==> src/rtl/guess_entry.sv <==
// ---------------------------------------------------------------------------
// guess_entry
// Letter-by-letter entry of a fixed-length word guess from five debounced
// push buttons, with a valid/ack handshake toward the consumer.
//
// Parameters
//   WORD_LEN  letters per guess (guess_len is 3 bits, so at most 7)
//   ALPHA     letter codes 0..ALPHA-1, 0 = 'A' (cur_letter is 5 bits)
//
// Ports
//   clk_sys      in   system clock, rising edge
//   rst          in   asynchronous active-high reset
//   btn_up       in   rising edge: next letter (wraps)
//   btn_down     in   rising edge: previous letter (wraps)
//   btn_add      in   rising edge: append current letter
//   btn_del      in   rising edge: remove last letter
//   btn_enter    in   rising edge: submit a full guess
//   guess_ack    in   consumer takes the submitted guess (SUBMIT only)
//   cur_letter   out  letter selected for entry
//   guess        out  entered letters, slot i at bits [5i+4:5i]
//   guess_len    out  number of letters entered
//   guess_valid  out  submitted guess is available
//   state        out  EDIT=0, FULL=1, SUBMIT=2
// ---------------------------------------------------------------------------
module guess_entry #(
    parameter int unsigned WORD_LEN = 5,
    parameter int unsigned ALPHA    = 26
) (
    input  logic                    clk_sys,
    input  logic                    rst,
    input  logic                    btn_up,
    input  logic                    btn_down,
    input  logic                    btn_add,
    input  logic                    btn_del,
    input  logic                    btn_enter,
    input  logic                    guess_ack,
    output logic [4:0]              cur_letter,
    output logic [5*WORD_LEN-1:0]   guess,
    output logic [2:0]              guess_len,
    output logic                    guess_valid,
    output logic [1:0]              state
);

    localparam int unsigned LW = 5;
    localparam int unsigned GW = LW * WORD_LEN;
    localparam int unsigned NB = 5;

    localparam logic [1:0] ST_EDIT   = 2'd0;
    localparam logic [1:0] ST_FULL   = 2'd1;
    localparam logic [1:0] ST_SUBMIT = 2'd2;

    localparam logic [2:0]    LEN_MAX    = 3'(WORD_LEN);
    localparam logic [LW-1:0] LETTER_MAX = LW'(ALPHA - 1);

    // Button bit order, highest priority first: enter, del, add, up, down
    localparam int unsigned B_ENTER = 4;
    localparam int unsigned B_DEL   = 3;
    localparam int unsigned B_ADD   = 2;
    localparam int unsigned B_UP    = 1;
    localparam int unsigned B_DOWN  = 0;

    logic [NB-1:0] btn_vec;
    logic [NB-1:0] prev;
    logic [NB-1:0] rise_c;
    logic [NB-1:0] ev_c;

    logic [1:0]    state_n;
    logic [LW-1:0] cur_n;
    logic [GW-1:0] guess_n;
    logic [2:0]    len_n;
    logic          valid_n;

    assign btn_vec = {btn_enter, btn_del, btn_add, btn_up, btn_down};

    // Rising edges against the previous sample
    assign rise_c = btn_vec & ~prev;

    // Keep only the highest-priority event of the cycle
    always_comb begin
        ev_c = '0;
        if (rise_c[B_ENTER])     ev_c[B_ENTER] = 1'b1;
        else if (rise_c[B_DEL])  ev_c[B_DEL]   = 1'b1;
        else if (rise_c[B_ADD])  ev_c[B_ADD]   = 1'b1;
        else if (rise_c[B_UP])   ev_c[B_UP]    = 1'b1;
        else if (rise_c[B_DOWN]) ev_c[B_DOWN]  = 1'b1;
    end

    // State and output registers; prev resets high so held buttons stay quiet
    always_ff @(posedge clk_sys or posedge rst) begin
        if (rst) begin
            prev        <= '1;
            state       <= ST_EDIT;
            cur_letter  <= '0;
            guess       <= '0;
            guess_len   <= '0;
            guess_valid <= 1'b0;
        end else begin
            prev        <= btn_vec;
            state       <= state_n;
            cur_letter  <= cur_n;
            guess       <= guess_n;
            guess_len   <= len_n;
            guess_valid <= valid_n;
        end
    end

    // Next-state and next-output logic
    always_comb begin
        state_n = state;
        cur_n   = cur_letter;
        guess_n = guess;
        len_n   = guess_len;
        valid_n = guess_valid;

        case (state)
            ST_EDIT: begin
                valid_n = 1'b0;
                if (ev_c[B_DEL]) begin
                    if (guess_len != 3'd0) begin
                        len_n = guess_len - 3'd1;
                        for (int unsigned i = 0; i < WORD_LEN; i++) begin
                            if (3'(i) == len_n) guess_n[LW*i +: LW] = '0;
                        end
                    end
                end else if (ev_c[B_ADD]) begin
                    for (int unsigned i = 0; i < WORD_LEN; i++) begin
                        if (3'(i) == guess_len) guess_n[LW*i +: LW] = cur_letter;
                    end
                    len_n = guess_len + 3'd1;
                    cur_n = '0;
                    if (len_n == LEN_MAX) state_n = ST_FULL;
                end else if (ev_c[B_UP]) begin
                    cur_n = (cur_letter == LETTER_MAX) ? '0 : cur_letter + LW'(1);
                end else if (ev_c[B_DOWN]) begin
                    cur_n = (cur_letter == '0) ? LETTER_MAX : cur_letter - LW'(1);
                end
                // enter in EDIT is ignored and still masks lower events
            end

            ST_FULL: begin
                valid_n = 1'b0;
                if (ev_c[B_ENTER]) begin
                    state_n = ST_SUBMIT;
                    valid_n = 1'b1;
                end else if (ev_c[B_DEL]) begin
                    len_n = LEN_MAX - 3'd1;
                    guess_n[LW*(WORD_LEN-1) +: LW] = '0;
                    state_n = ST_EDIT;
                end
            end

            ST_SUBMIT: begin
                // Guess frozen until the consumer takes it; buttons ignored
                valid_n = 1'b1;
                if (guess_ack) begin
                    guess_n = '0;
                    len_n   = '0;
                    cur_n   = '0;
                    valid_n = 1'b0;
                    state_n = ST_EDIT;
                end
            end

            default: begin
                // Unreachable encoding: recover cleanly
                guess_n = '0;
                len_n   = '0;
                cur_n   = '0;
                valid_n = 1'b0;
                state_n = ST_EDIT;
            end
        endcase
    end

endmodule
==> config.mk <==
export PLATFORM = sky130hd
export DESIGN_NAME = guess_entry
export DESIGN_NICKNAME = d
export VERILOG_FILES = /design/src/rtl/guess_entry.sv
export SDC_FILE = /design/constraint.sdc
export NUM_CORES = 1
export LEC_CHECK = 0
export CAP_MARGIN = 20
export CORE_MARGIN = 4
export CORE_UTILIZATION = 35
export CTS_CLUSTER_SIZE = 16
export DETAILED_ROUTE_END_ITERATION = 10
export SYNTH_ARGS = -nofsm -noshare
export SYNTH_HDL_FRONTEND = slang
export SYNTH_SLANG_ARGS = --single-unit
==> constraint.sdc <==
create_clock -name clk_sys -period 1.95 [get_ports clk_sys]
set_input_delay 0.585 -clock clk_sys [delete_from_list [all_inputs] [get_ports clk_sys]]
set_output_delay 0.585 -clock clk_sys [all_outputs]
set_load 0.01 [all_outputs]
==> results of run 1 <==
state kept, by name (all words and copies together) (netlist names):
signal       cells
guess_valid      1
guess           25
cur_letter       5
guess_len        3
state            2
prev             5
cells in the final DEF, fill, tap and decap left out, types with 7 or more instances in the layout:
| master | count |
|---|---|
| buf_4 | 51 |
| clkdlybuf4s50_1 | 37 |
| dfrtp_1 | 34 |
| a22o_1 | 22 |
| inv_1 | 15 |
| o21ai_0 | 13 |
| ha_1 | 9 |
| nand4_1 | 8 |
| nand3_1 | 7 |
| nand2_1 | 7 |
power by group through the flow:
stage / Combinational (mW) / Clock, mW / Sequential, mW
after global routing: 4.11 / 0.897 / 1.40
after detailed placement: 3.47 / 0 / 1.39
after CTS: 3.56 / 0.869 / 1.38
after floorplan: 1.79 / 0 / 1.48
final: 3.78 / 0.839 / 1.36
after global placement: 3.43 / 0 / 1.39
kinds of logic (layout without fill, tap and decap cells):
kind of cell / after synthesis / in the layout
fa+ha+maj: 13 / 13
flops: 41 / 41
mux: 3 / 3
compound gates: 76 / 76
buf+inv: 31 / 124
simple gates: 69 / 69
xor+xnor: 3 / 3
cell type report:
| class | count | area [um2] | area share, % |
|---|---|---|---|
| Clock buffer | 5 | 68.82 | 1.880 |
| Clock inverter | 3 | 68.82 | 1.880 |
| Inverter | 17 | 63.81 | 1.744 |
| Multi-Input combinational cell | 164 | 1415 | 38.67 |
| Sequential cell | 41 | 1035 | 28.27 |
| Tap cell | 96 | 120.1 | 3.282 |
| Timing Repair Buffer | 99 | 888.4 | 24.27 |
metrics by stage:
stage               instance area (um2)  cells  power [mW]
global route                       3660    425       6.411
global placement                   3348    414       4.816
floorplan                          2449    236       3.275
detailed placement                 3348    414       4.860
finish                             3660    425       5.974
CTS                                3533    423       5.808
critical path: cells and delay by family:
kind	cells	cell delay, ps
buf+inv	2	430
simple gates	2	400
compound gates	3	650
metal layers:
layer | up-vias | GRT usage, % | part of all wire [%]
li1 | 1059 | - | -
met1 | 1003 | 21.38 | 48
met2 | 39 | 24.71 | 47
met3 | 8 | 3.035 | 3.6
met4 | 0 | 4.899 | 1.5
met5 | - | 0 | 0
worst paths after layout:
path | to | slack (ps) | cells after the start
setup / recovery | guess[6]$_DFFE_PP0P_ | 70 | 7
hold / removal | guess[12]$_DFFE_PP0P_ | 510 | 1
setup reg to reg | guess[6]$_DFFE_PP0P_ | 90 | 7
hold reg to reg | guess[12]$_DFFE_PP0P_ | 510 | 1
max in group asynchronous | prev[4]$_DFF_PP1_ | 1050 | 3
min in group asynchronous | guess[8]$_DFFE_PP0P_ | 640 | 3
timing repair:
action / CTS / global route
setup buffers: 1 / 2
gates resized for setup: 15 / 25
pin swaps: 4 / 6
endpoints found under the setup margin: 37 / 31
==> results_dict.tcl, run 1 <==
set metrics [dict create \
    status "completed" \
    grt_pass1_vias 2142 \
    p_switching_mw 2.387 \
    synthAdderAreaFrac_pct 6.643 \
    root_buffer "clkbuf_8" \
    ys_top_cells_by_area "dfrtp_1, a22o_1, ha_1, dfstp_2, o21ai_0" \
    setup_ws_ps 66.69 \
    cts_made_buffers 5 \
    vias 2109 \
    final.period_utilization_pct 96.58 \
    slowest_stage "a311oi_2" \
    synth_edf_count 0 \
    crit_type "in -> reg" \
    synth_area_um2 2449 \
    clockBufferDepth 2 \
    finalHoldViolCount 0 \
    worstHoldStart "guess[12]$_DFFE_PP0P_" \
    nFillCells 588 \
    die_area_um2 8398 \
    tightestPinTransition_ps 373.2 \
    fmax_ghz 0.5310 \
    internal_power_mw 3.587 \
    cp-start-kind "input port" \
    seqPwrFrac_pct 22.7 \
    power.leakage_nw 1.567 \
    num_antenna_cells 0 \
    async_flop_share_pct 100.0 \
    drt_iter0_markers 83 \
    wl_per_cell_um 14.75 \
    holdBufCountCts 0 \
    slowest_delay_ps 370 \
    antenna_found_initial 0 \
    grt_usage_pct 15.58 \
    fin_skew_ps 8.209 \
    synth_compound_gate_area_share_pct 24.07 \
    powerDensity_nw_per_um2 1632 \
    endpoint_kind "flop" \
    yosys.area_share.simple_pct 18.55 \
    swShare_pct 39.96 \
    preCtsSetupSlack_ps -508.4 \
    synthTopCellsByCount "dfrtp_1, a22o_1, inv_1, ha_1, o21ai_0" \
    power_frac_comb_pct 63.2 \
    syn_avg_cell_area_um2 10.38 \
    core_region_area_um2 6794 \
    rows 30 \
    holdWs_ps 511.1 \
    drcViolationCount 0 \
    ir_drop_mv 0.7586 \
    clockPowerShare_pct 14.0 \
    io_buffers 43 \
    vias_per_cell 4.962 \
    cts_htree_levels 2 \
    dr.pass1.iters 4 \
    clock_latency_ps 300 \
    synth_xor_xnor_area_share_pct 1.073 \
    setup_viol 0 \
    yosysMostFrequentCell "dfrtp_1" \
    grt_overflow 0 \
    fp.dieH_um 91.64 \
    synth_top_family_by_area "compound AO/OA/AOI/OAI gates" \
    path_cells "dlygate4sd2_1 > nor2b_2 > buf_4 > a311oi_2 > a31oi_4 > and3_2 > a22o_1" \
    hold_path_class "reg -> reg" \
    clock_sinks 41 \
    drive_above_1_share_pct 34.35 \
    ys.flop_type "dfrtp_1" \
    nets 349 \
    cts_tree "yes" \
    crit_arrival_ps 2070 \
    antenna_left 0 \
    yosysTopAreaCellShare_pct 36.79 \
    fin_setup_tns_ps 0 \
    clk_pin_slew_ps 90 \
    grt_first_pass_wirelength_mm 10.54 \
    worstPathRequired_ps 2140 \
    finalWirelength_mm 6.267 \
    syn_inst 236 \
    min_period_ps 1883 \
    drv_cap 0 \
    synthMuxAreaShare_pct 1.380 \
    drv_slew 0 \
    area_growth_syn_to_layout_pct 49.46 \
    crit_fanout 9 \
    ios 44 \
    r2r_start "state[0]$_DFFE_PP0P_" \
    synth_largest_area_cell "dfrtp_1" \
    utilization_pct 53.87 \
    start_util_pct 36.04 \
    ys_warn_count 0 \
    ys_seq_area_share_pct 42.16 \
    rsz0062_at_grt "yes" \
    ys_types 54 \
    startpoint "btn_del" \
    place_hpwl_mm 4.828 \
    fp.dieW_um 91.64 \
    gp_congestion 0.8910 \
    syn_nets 257 \
    ys_seq_elements 41 \
    grt_max_degree 42 \
    relSlewSlack_pct 75.07 \
]
Power figures use the tool's default switching activity.
==> run 2: changes to the inputs <==
==> constraint.sdc (replaced) <==
create_clock -name clk_sys -period 2.3 [get_ports clk_sys]
set_input_delay 0.69 -clock clk_sys [delete_from_list [all_inputs] [get_ports clk_sys]]
set_output_delay 0.69 -clock clk_sys [all_outputs]
set_load 0.01 [all_outputs]
==> results_dict.tcl, run 2 (synthesis gave the netlist of run 1 again) <==
set metrics [dict create \
    worstHoldStart "guess[13]$_DFFE_PP0P_" \
    clockPowerShare_pct 13.2 \
    clock_latency_ps 300 \
    startpoint "btn_del" \
    cts_tree "yes" \
    nFillCells 627 \
    p_switching_mw 1.847 \
    powerDensity_nw_per_um2 1333 \
    fmax_ghz 0.4504 \
    grt_usage_pct 15.19 \
    drv_cap 0 \
    swShare_pct 41.04 \
    cts_made_buffers 5 \
    crit_fanout 12 \
    utilization_pct 49.71 \
    drv_slew 0 \
    clockBufferDepth 2 \
    power_frac_comb_pct 61.6 \
    power.leakage_nw 1.437 \
    setup_viol 0 \
    root_buffer "clkbuf_8" \
    num_antenna_cells 0 \
    rows 30 \
    grt_pass1_vias 1974 \
    io_buffers 43 \
    finalWirelength_mm 5.953 \
    holdWs_ps 506.6 \
    r2r_slack_ps 300 \
    tightestPinTransition_ps 514.8 \
    grt_first_pass_wirelength_mm 10.26 \
    drive_above_1_share_pct 23.96 \
    wl_per_cell_um 14.56 \
    relSlewSlack_pct 65.68 \
    drcViolationCount 0 \
    final_common_cell "clkdlybuf4s50_1" \
    min_period_ps 2220 \
    finalHoldViolCount 0 \
    clock_sinks 41 \
    vias_per_cell 5.005 \
    fin_skew_ps 3.560 \
    cts_htree_levels 2 \
    cp-start-kind "input port" \
    grt_max_degree 42 \
    largest_register_ffs 25 \
    ios 44 \
    final.period_utilization_pct 96.54 \
    worstPathRequired_ps 2490 \
    place_hpwl_mm 4.515 \
    r2r_start "guess_len[0]$_DFFE_PP0P_" \
    vias 2047 \
    dr.pass1.iters 4 \
    final_cell_area_um2 3377 \
    grt_busiest_layer "met1" \
    internal_power_mw 2.654 \
    seqPwrFrac_pct 25.2 \
    nets 333 \
    preCtsSetupSlack_ps -256.9 \
    crit_type "in -> reg" \
    clk_pin_slew_ps 80 \
    die_area_um2 8398 \
    drt_iter0_markers 148 \
    holdPathStages 1 \
    area_growth_syn_to_layout_pct 37.92 \
    top_regs "guess (25), cur_letter (5), prev (5)" \
    core_region_area_um2 6794 \
    endpoint_kind "flop" \
    use_met2_pct 22.40 \
    gp_congestion 0.9380 \
    fp.dieH_um 91.64 \
    top_register "guess" \
    postPlaceCellArea_um2 3243 \
    grt_use_met1_pct 22.45 \
    status "completed" \
    grt_overflow 0 \
    final_cell_mix "clkdlybuf4s50_1, buf_4, dfrtp_1" \
    antenna_left 0 \
    use_met3_pct 2.871 \
    start_util_pct 36.04 \
    ir_drop_mv 0.6558 \
    setup_ws_ps 79.65 \
    crit_arrival_ps 2410 \
    r2r_cells 7 \
    fp.dieW_um 91.64 \
    antenna_found_initial 0 \
    hold_path_class "reg -> reg" \
    rsz0062_at_grt "yes" \
]
==> run 2: cell types whose count changed in the layout (fill, tap and decap cells not counted), moves of 3 or more <==
cell,delta
buf_4,-14
clkdlybuf4s50_1,+6
dlygate4sd2_1,-6
ha_1,+4
ha_2,-3
==> run 2: timing repair <==
item,4_1_cts,5_1_grt
resized for setup,0,1
endpoints found under the setup margin,0,8
buffers inserted,0,1
hold buffers,0,0
==> run 2: power by group through the flow <==
stage | logic (mW) | clock network (mW) | registers [mW]
after floorplan | 1.52 | 0 | 1.26
after global placement | 2.74 | 0 | 1.15
after detailed placement | 2.76 | 0 | 1.15
after CTS | 2.78 | 0.615 | 1.14
after global routing | 3.07 | 0.645 | 1.18
final | 2.77 | 0.593 | 1.14
==> run 2: per-stage QoR <==
| step | setup TNS [ps] | power (mW) | cells |
|---|---|---|---|
| 2_1_floorplan | 0 | 2.777 | 236 |
| 3_3_place_gp | -4228 | 3.894 | 400 |
| 3_5_place_dp | -5408 | 3.918 | 400 |
| 4_1_cts | 0 | 4.532 | 408 |
| 5_1_grt | 0 | 4.891 | 409 |
| 6_report | 0 | 4.502 | 409 |
==> run 2: critical path: stages <==
cell	delay (ps)
clkdlybuf4s50_1	440
nor2b_2	180
buf_12	140
o31ai_4	280
o221ai_4	200
a31o_4	260
a22o_1	220
==> run 2: worst paths after layout <==
| path | end |
|---|---|
| max in group asynchronous | prev[4]$_DFF_PP1_ |
| min | guess[13]$_DFFE_PP0P_ |
| max reg2reg | guess[3]$_DFFE_PP0P_ |
| min reg2reg | guess[13]$_DFFE_PP0P_ |
| min in group asynchronous | guess[6]$_DFFE_PP0P_ |
| max | guess[20]$_DFFE_PP0P_ |
==> run 2: layer usage <==
layer | wire length (um) | part of all wire (%)
met1 | 3043 | 51
met2 | 2682 | 45
met3 | 159 | 2.7
met4 | 67 | 1.1
met5 | 0 | 0
==> run 2: cell type report <==
class | instances | area [um2] | area share (%)
sequential | 41 | 1032 | 30.57
multi-input combinational | 164 | 1277 | 37.83
tap | 96 | 120.1 | 3.557
inverter | 17 | 63.81 | 1.890
clock buffer | 5 | 68.82 | 2.038
clock inverter | 3 | 46.29 | 1.371
timing repair buffer | 83 | 768.2 | 22.75
